`src/rtl/pe_tile_pkg.sv`:
```
`default_nettype none
// +--------------------------------------------------------------------+
// | pe_tile_pkg : shared constants, state type and digit-enable helper |
// | Revision    : 1.0                                                  |
// +--------------------------------------------------------------------+
package pe_tile_pkg;

  localparam int LANES   = 16;
  localparam int DIGITS  = 4;
  localparam int DIGIT_W = 2;
  localparam int ACT_W   = 8;
  localparam int W_BYTES = 16;

  typedef enum logic [1:0] {
    IDLE    = 2'd0,
    LOAD_W  = 2'd1,
    DRAIN_W = 2'd2,
    STREAM  = 2'd3
  } feeder_state_t;

  // A digit contributes work to the tile only when it is non-zero.
  function automatic logic [DIGITS-1:0] digit_enable(input logic [ACT_W-1:0] act);
    logic [DIGITS-1:0] en;
    for (int j = 0; j < DIGITS; j++) begin
      en[j] = |act[DIGIT_W*j +: DIGIT_W];
    end
    return en;
  endfunction

endpackage
`default_nettype wire

```
`src/rtl/pe_tile_feeder_if.sv`:
```
`default_nettype none
// +--------------------------------------------------------------------+
// | pe_tile_feeder_if : weight and activation handshakes into feeder   |
// | Revision          : 1.0                                            |
// +--------------------------------------------------------------------+
interface pe_tile_feeder_if;
  import pe_tile_pkg::*;

  logic                   w_valid;
  logic                   w_ready;
  logic [ACT_W-1:0]       w_data;
  logic                   act_valid;
  logic                   act_ready;
  logic [LANES*ACT_W-1:0] act_vec;

  modport master (
    output w_valid, w_data, act_valid, act_vec,
    input  w_ready, act_ready
  );

  modport slave (
    input  w_valid, w_data, act_valid, act_vec,
    output w_ready, act_ready
  );

endinterface
`default_nettype wire

```
`src/rtl/act_digit_encoder.sv`:
```
`default_nettype none
// +--------------------------------------------------------------------+
// | act_digit_encoder : one activation byte -> digit enables / codes   |
// | Revision          : 1.0                                            |
// +--------------------------------------------------------------------+
module act_digit_encoder
  import pe_tile_pkg::*;
(
  input  logic [ACT_W-1:0]          act,
  output logic [DIGITS-1:0]         bit_enable,
  output logic [DIGITS*DIGIT_W-1:0] pps
);

  // Digit codes are the radix-4 digits of the byte, d3 in the top bits.
  assign pps        = act;
  assign bit_enable = digit_enable(act);

endmodule
`default_nettype wire

```
`src/rtl/pe_tile_feeder.sv`:
```
`default_nettype none
// +--------------------------------------------------------------------+
// | pe_tile_feeder : weight loader, activation digit encoder and       |
// |                  result-valid tracker for one 16-lane PE tile.     |
// | Optional       : PE_FEED_STATS_EN adds vector / zero-digit counters|
// | Revision       : 1.0                                               |
// +--------------------------------------------------------------------+
module pe_tile_feeder #(
  parameter int TILE_LAT = 5,
  parameter int LANES    = 16
) (
  input  logic                   clk,
  input  logic                   rst,
  pe_tile_feeder_if.slave        feed,
  output logic                   weight_wen,
  output logic [pe_tile_pkg::ACT_W-1:0] weight_din,
  output logic [pe_tile_pkg::DIGITS-1:0] bit_enable [0:LANES-1],
  output logic [pe_tile_pkg::DIGITS*pe_tile_pkg::DIGIT_W-1:0] partial_product_select [0:LANES-1],
  output logic                   result_valid,
  output logic                   busy
`ifdef PE_FEED_STATS_EN
  ,
  output logic [31:0]            stat_vectors,
  output logic [31:0]            stat_zero_digits
`endif
);
  import pe_tile_pkg::*;

  localparam int                CNT_W     = $clog2(W_BYTES);
  localparam logic [CNT_W-1:0]  LAST_BYTE = CNT_W'(W_BYTES - 1);

  feeder_state_t state, state_next;

  logic [CNT_W-1:0]               byte_cnt;
  logic [TILE_LAT:0]              issued_sr;
  logic                           w_hs;
  logic                           act_hs;
  logic [DIGITS-1:0]              enc_be  [0:LANES-1];
  logic [DIGITS*DIGIT_W-1:0]      enc_pps [0:LANES-1];

  for (genvar i = 0; i < LANES; i++) begin : g_lane
    act_digit_encoder u_enc (
      .act        (feed.act_vec[ACT_W*i +: ACT_W]),
      .bit_enable (enc_be[i]),
      .pps        (enc_pps[i])
    );
  end

  always_ff @(posedge clk) begin
    if (rst) begin
      state <= IDLE;
    end else begin
      state <= state_next;
    end
  end

  always_comb begin
    state_next     = state;
    feed.w_ready   = 1'b0;
    feed.act_ready = 1'b0;
    case (state)
      IDLE: begin
        feed.w_ready   = 1'b1;
        // A pending weight byte takes priority over a pending vector.
        feed.act_ready = ~feed.w_valid;
        if (feed.w_valid) begin
          state_next = LOAD_W;
        end else if (feed.act_valid) begin
          state_next = STREAM;
        end
      end
      LOAD_W: begin
        feed.w_ready = 1'b1;
        if (feed.w_valid && byte_cnt == LAST_BYTE) begin
          state_next = DRAIN_W;
        end
      end
      DRAIN_W: begin
        state_next = IDLE;
      end
      STREAM: begin
        feed.act_ready = 1'b1;
        if (!feed.act_valid && feed.w_valid) begin
          state_next = IDLE;
        end
      end
      default: begin
        state_next = IDLE;
      end
    endcase
    if (rst) begin
      feed.w_ready   = 1'b0;
      feed.act_ready = 1'b0;
    end
  end

  assign w_hs   = feed.w_valid   & feed.w_ready;
  assign act_hs = feed.act_valid & feed.act_ready;

  always_ff @(posedge clk) begin
    if (rst) begin
      byte_cnt   <= '0;
      weight_wen <= 1'b0;
      weight_din <= '0;
      issued_sr  <= '0;
      for (int i = 0; i < LANES; i++) begin
        bit_enable[i]             <= '0;
        partial_product_select[i] <= '0;
      end
    end else begin
      weight_wen <= w_hs;
      if (w_hs) begin
        weight_din <= feed.w_data;
        byte_cnt   <= byte_cnt + CNT_W'(1);
      end
      issued_sr <= {issued_sr[TILE_LAT-1:0], act_hs};
      // Cycles without a handshake present an all-zero bubble to the tile.
      for (int i = 0; i < LANES; i++) begin
        bit_enable[i]             <= act_hs ? enc_be[i]  : '0;
        partial_product_select[i] <= act_hs ? enc_pps[i] : '0;
      end
    end
  end

  assign result_valid = issued_sr[TILE_LAT];
  assign busy         = (state != IDLE) | (|issued_sr);

`ifdef PE_FEED_STATS_EN
  logic [6:0]  zero_digits;
  logic [32:0] zero_sum;

  always_comb begin
    zero_digits = '0;
    for (int i = 0; i < LANES; i++) begin
      for (int j = 0; j < DIGITS; j++) begin
        zero_digits = zero_digits + {6'd0, ~enc_be[i][j]};
      end
    end
  end

  assign zero_sum = {1'b0, stat_zero_digits} + {26'd0, zero_digits};

  always_ff @(posedge clk) begin
    if (rst) begin
      stat_vectors     <= '0;
      stat_zero_digits <= '0;
    end else if (act_hs) begin
      if (~&stat_vectors) begin
        stat_vectors <= stat_vectors + 32'd1;
      end
      stat_zero_digits <= zero_sum[32] ? '1 : zero_sum[31:0];
    end
  end
`endif

endmodule
`default_nettype wire

```
`src/flat_wrapper.sv`:
```
// flat-port wrapper written by rule: the top's interface ports become plain ports
module pe_tile_feeder_flat import pe_tile_pkg::*;
#(
  parameter int TILE_LAT = 5,
  parameter int LANES    = 16
)
  (clk, rst, weight_wen, weight_din, bit_enable, partial_product_select, result_valid, busy, feed_w_valid, feed_w_data, feed_act_valid, feed_act_vec, feed_w_ready, feed_act_ready);
  pe_tile_feeder_if feed_i ();
  input  logic clk;
  input  logic rst;
  output logic weight_wen;
  output logic [pe_tile_pkg::ACT_W-1:0] weight_din;
  output logic [pe_tile_pkg::DIGITS-1:0] bit_enable[0:LANES-1];
  output logic [pe_tile_pkg::DIGITS*pe_tile_pkg::DIGIT_W-1:0] partial_product_select[0:LANES-1];
  output logic result_valid;
  output logic busy;
  input wire logic [$bits(feed_i.w_valid)-1:0] feed_w_valid;
  input wire logic [$bits(feed_i.w_data)-1:0] feed_w_data;
  input wire logic [$bits(feed_i.act_valid)-1:0] feed_act_valid;
  input wire logic [$bits(feed_i.act_vec)-1:0] feed_act_vec;
  output wire logic [$bits(feed_i.w_ready)-1:0] feed_w_ready;
  output wire logic [$bits(feed_i.act_ready)-1:0] feed_act_ready;
  assign feed_i.w_valid = feed_w_valid;
  assign feed_i.w_data = feed_w_data;
  assign feed_i.act_valid = feed_act_valid;
  assign feed_i.act_vec = feed_act_vec;
  assign feed_w_ready = feed_i.w_ready;
  assign feed_act_ready = feed_i.act_ready;
  pe_tile_feeder #(.TILE_LAT(TILE_LAT), .LANES(LANES)) u_core (.clk(clk), .rst(rst), .feed(feed_i), .weight_wen(weight_wen), .weight_din(weight_din), .bit_enable(bit_enable), .partial_product_select(partial_product_select), .result_valid(result_valid), .busy(busy));
endmodule
```
`config.mk`:
```
export PLATFORM = sky130hd
export DESIGN_NAME = pe_tile_feeder_flat
export DESIGN_NICKNAME = d
export VERILOG_FILES = /design/src/rtl/pe_tile_pkg.sv /design/src/rtl/pe_tile_feeder_if.sv /design/src/rtl/act_digit_encoder.sv /design/src/rtl/pe_tile_feeder.sv /design/src/flat_wrapper.sv
export SDC_FILE = /design/constraint.sdc
export NUM_CORES = 1
export LEC_CHECK = 0
export CAP_MARGIN = 20
export CORE_MARGIN = 2
export CORE_UTILIZATION = 41
export CTS_CLUSTER_DIAMETER = 40
export DETAILED_ROUTE_END_ITERATION = 12
export PLACE_DENSITY = 0.8
export SYNTH_ARGS = -nofsm -noshare
export SYNTH_HDL_FRONTEND = slang
export SYNTH_HIERARCHICAL = 1
export SYNTH_SLANG_ARGS = --single-unit
```
`constraint.sdc`:
```
create_clock -name clk -period 1.9 [get_ports clk]
set_input_delay 0.57 -clock clk [delete_from_list [all_inputs] [get_ports clk]]
set_output_delay 0.57 -clock clk [all_outputs]
set_load 0.02 [all_outputs]
```
# After elaboration in Yosys (flattened, before gate mapping)
# Index checks and enable logic that the tools add are counted.
# totals
ff_bits,213
latchBits,0
ram_bits,0
rom_bits,0
elab_cells,132
n_memories,0
# classes
add_sub_neg,1
mul,0
n_div,0
order_cmp,0
n_eq_ne,7
shift,0
mux,9
bitwise,5
n_reduce_logical,73
# op_table
operator,n
$reduce_or A2 Y1,66
$mux W2,4
$pmux W2 S4,1
$reduce_or A6 Y1,1
$add A4 B1 Y4 const B,1
$eq A2 B2 Y1 const B,2
$eq A4 B4 Y1 const B,1
$ne A2 B1 Y1 const B,2
$mux W1,3
$ne A3 B3 Y1 const B,1
$reduce_and A3 Y1,1
$and A1 B1 Y1,2
$eq A2 B1 Y1 const B,1
$logic_and A1 B1 Y1,2
$logic_not A2 Y1,1
$not A1 Y1,2
$pmux W1 S2,1
$reduce_bool A2 Y1,1
$logic_not A1 Y1,1
$or A1 B1 Y1,1

# Longest topological paths before layout
# logic_depth
ltp_word,6
mapped_depth,7
ltp_nobuf,6

# By module
# Netlist, hierarchy kept.
# modules_own_cells
module,instances,cells_each,area_per_inst_um2,seq_area_each_um2
pe_tile_feeder,1,500,6054.6,4264.1
act_digit_encoder,16,12,85.1,0.0

# Worst setup path before layout
# OpenSTA, ideal clock, no wires.
# synth_path
path_kind,input port to output port
from,input rst
to,output feed_act_ready
arrival_time_ns,1.262
setup_slack_ns,0.068
stages,2
n_path_buf,1
path_cell_list,clkbuf_1 -> nor3_1
# synth_via
elab_chain_cells,1
# synth_lines
item,line_no,source
"start, declared",flat_wrapper.sv:10,input logic rst;
$mux W1,pe_tile_feeder.sv:91,if (rst) begin
"end, declared",flat_wrapper.sv:22,output wire logic [$bits(feed_i.act_ready)-1:0] feed_act_ready;
# Every way passes these cells.

# Final worst setup path
# layout_path
from,register u_core.state[1]
to,output feed_w_ready
# layout_via
elab_chain_cells,4
elab_cells_between_ends,5
cone_classes,eq/ne (1); mux (2); reduce/logical (2)
# layout_lines
item,line_no,source
"start, declared",pe_tile_feeder.sv:32,"feeder_state_t state, state_next;"
"start signal, assigned",pe_tile_feeder.sv:53,state <= state_next;
$eq A2 B1 Y1 / $logic_not A2 Y1 (equally long branches),pe_tile_feeder.sv:61,case (state)
$reduce_or A2 Y1 (no line) (*),-,
$mux W1 (*),pe_tile_feeder.sv:61,
$mux W1 (*),pe_tile_feeder.sv:91,
"end, declared",flat_wrapper.sv:21,output wire logic [$bits(feed_i.w_ready)-1:0] feed_w_ready;
# Every way passes the cells marked *; elsewhere a longest branch is shown, timed or not.

==> run metrics <==
row count slightly below 50; clock transition at the registers of the reported paths approximately 0.050 ns; die width around 140 µm; ant diodes 0; synth top area cells dfxtp_1, and2_1, buf_4, or2_1, clkbuf_2; worst setup path category reg -> out; Post-route DRC 0; setup ws final -0.210 ns; failing checks setup timing; Yosys top cell area share a little under three fifths; relative slew slack between 80% and 90%; Pwr Density between 1000 and 1500 mW/mm²; initial antenna violation count 0; Int Pwr approximately 0.010 W; setup TNS -0.575 ns; commonest non-fill, non-tap cell in the layout dfxtp_1; Via Count slightly above 5000; Worst Path Arrival 1.54 ns; Logic pwr share 20.3%; post-route design area roughly 0.011 mm²; cell count after synthesis roughly 690; sequential area share after synthesis between 50% and 60%; Core Util, Final roughly 63%; status complete, but fails checks; Post-DRT Antenna Nets 0; CP Max Fanout 2; Final min period approximately 2.1 ns; Core Region 0.0178 mm²; buffers added on ports approximately 340; count of different cell masters after synthesis 30; grt total ovfl 0; first-pass GRT wire length between 20 and 30 mm; die area approximately 0.019 mm²; CTS tree yes; DRT Pass-1 Iters 4; number of max-cap violations 0; Sw Share a little over a quarter; nets 1092; LEAKAGE between 5 and 6 nW; skew final 0.0161 ns; WL final 18.0 mm; largest net degree at the start of global routing 29; Post-DP HPWL roughly 13 mm; die height ~140 µm; area post-placement 0.0103 mm²; fin crit share 111%; syn nets 837; R2R Setup Slk between 0.1 and 0.15 ns; sequential fraction of design power 37.2%; fmax approximately 470 MHz; share of layout cells above drive strength 1 between 10% and 20%; Mapped Avg Cell Area about 11 µm²; Startpoint Class register; Slew Limit Fails 0; Routed WL per cell between 15 and 20 µm; final setup vio count 3; CP endpoint kind output port; fill count between 1000 and 1500; RD Place Congestion 0.826; sw power ~0.0037 W; clk_lat worst skew roughly 0.54 ns; Synth-to-Final Area Change 51.4%; total CTS buffers 30; CP required between 1 and 1.5 ns; clock share of power roughly 43%; RSZ-0062 raised after global routing yes; initial core utilization between 40% and 50%; H-Tree Depth 1; register bit total from synthesis 213; Final Hold Fails 0; IO Count about 350; Warnings, synthesis 6; post-synth top area cell dfxtp_1; class of the worst hold path reg -> reg; worst-margin pin slew 0.291 ns; clk sinks around 210; CTS Buffer Depth 3; Iter 0 DRT Violations roughly 120; Via density between 4 and 5; most frequent cells in the layout dfxtp_1, dlygate4sd2_1, and2_1; vias in the first global route around 5300; clock root cell clkbuf_16; Max IR drop VDD between 0.9 and 1 mV; GR Util All Layers 18.3%; Post-Syn Area 0.00742 mm²
cells in the mapped netlist:
cell type	number
nor4_4	1
mux2i_1	2
o21ai_0	10
clkbuf_2	17
nor2b_1	6
or2_1	64
nand3_1	1
xor2_1	2
o31ai_1	1
and2_1	192
nor2_1	5
inv_1	14
ha_1	5
o21ba_2	1
dfxtp_1	213
o211ai_1	1
a2bb2oi_1	1
clkbuf_1	4
buf_4	128
a21oi_2	1
nand4_1	1
buf_6	2
nand3b_1	9
buf_2	2
mux2_2	1
nor4b_1	1
a21oi_1	1
nand2b_1	2
nor3_1	2
nand2_1	2
path summary, 6_finish.rpt:
check,cells past startpoint,startpoint,endpoint
worst max-delay path,5,u_core/state[1],feed_w_ready
worst min-delay path,1,u_core/issued_sr[3],u_core/issued_sr[4]
worst max register to register,7,u_core/state[1],u_core/partial_product_select[72]
worst min register to register,1,u_core/issued_sr[3],u_core/issued_sr[4]
registers in the layout (all words and copies together), names as in the netlist:
| name | count |
|---|---|
| u_core/partial_product_select | 128 |
| u_core/bit_enable | 64 |
| u_core/weight_din | 8 |
| u_core/issued_sr | 6 |
| u_core/byte_cnt | 4 |
| u_core/state | 2 |
| u_core/weight_wen | 1 |
routing by layer:
| layer | share of wire, % | wire [µm] | global-route usage [%] | vias to the layer above |
|---|---|---|---|---|
| met4 | 3.9 | 709 | 7.41 | 0 |
| met5 | 0 | 0 | 0 | - |
| li1 | - | - | - | 2513 |
| met3 | 9.3 | 1670 | 7.00 | 51 |
| met1 | 35 | 6380 | 18.0 | 2279 |
| met2 | 51 | 9240 | 34.4 | 239 |
metrics by stage:
step                std cells  worst slack [ns]  total power [W]  hold slack (ns)
floorplan                 692            0.0680          0.00668            0.432
global placement         1143            -0.588          0.00814            0.444
detailed placement       1143            -0.572          0.00819            0.457
CTS                      1198            -0.221           0.0139            0.467
global route             1198            -0.256           0.0143            0.487
finish                   1198            -0.210           0.0137            0.464
final cells by class:
| type | count | area (µm²) | share of cell area [%] |
|---|---|---|---|
| flip-flops and latches | 213 | 4270 | 38.0 |
| inverters | 14 | 55.1 | 0.490 |
| clock buffers | 35 | 800 | 7.12 |
| clock inverters | 19 | 274 | 2.44 |
| multi-input cells | 312 | 2070 | 18.4 |
| repair buffers | 376 | 3480 | 31.0 |
| well taps | 229 | 287 | 2.55 |
cells by family (layout without fill, tap and decap cells):
family / after synthesis / in the layout / synth area share, %
and+or+nand+nor: 286 / 286 / 24.2
adders and majority gates: 5 / 5 / 0.844
DFF: 213 / 213 / 57.5
muxes: 3 / 3 / 0.422
AOI/OAI and AO/OA: 16 / 16 / 1.32
buffers and inverters: 167 / 444 / 15.5
xor gates and xnor gates: 2 / 2 / 0.236
what timing repair did:
action	CTS	global route
setup buffers	1	0
pin swaps	2	1
setup endpoints to repair	205	3
gates cloned	0	0
hold buffers	0	0
resized for setup	231	2
power by group through the flow:
stage / Sequential, W / Clock (W) / Combinational, W
after floorplan: 0.00577 / 0 / 0.000910
after global placement: 0.00519 / 0 / 0.00295
after detailed placement: 0.00520 / 0 / 0.00299
after CTS: 0.00510 / 0.00598 / 0.00279
after global routing: 0.00514 / 0.00615 / 0.00297
final: 0.00510 / 0.00584 / 0.00278
worst max-delay path: stages, from the launching register on:
cell	delay (ns)
dfxtp_2	0.36
inv_4	0.05
buf_6	0.12
ha_4	0.16
o21ba_4	0.19
buf_6	0.12
Power figures use the tool's default switching activity.
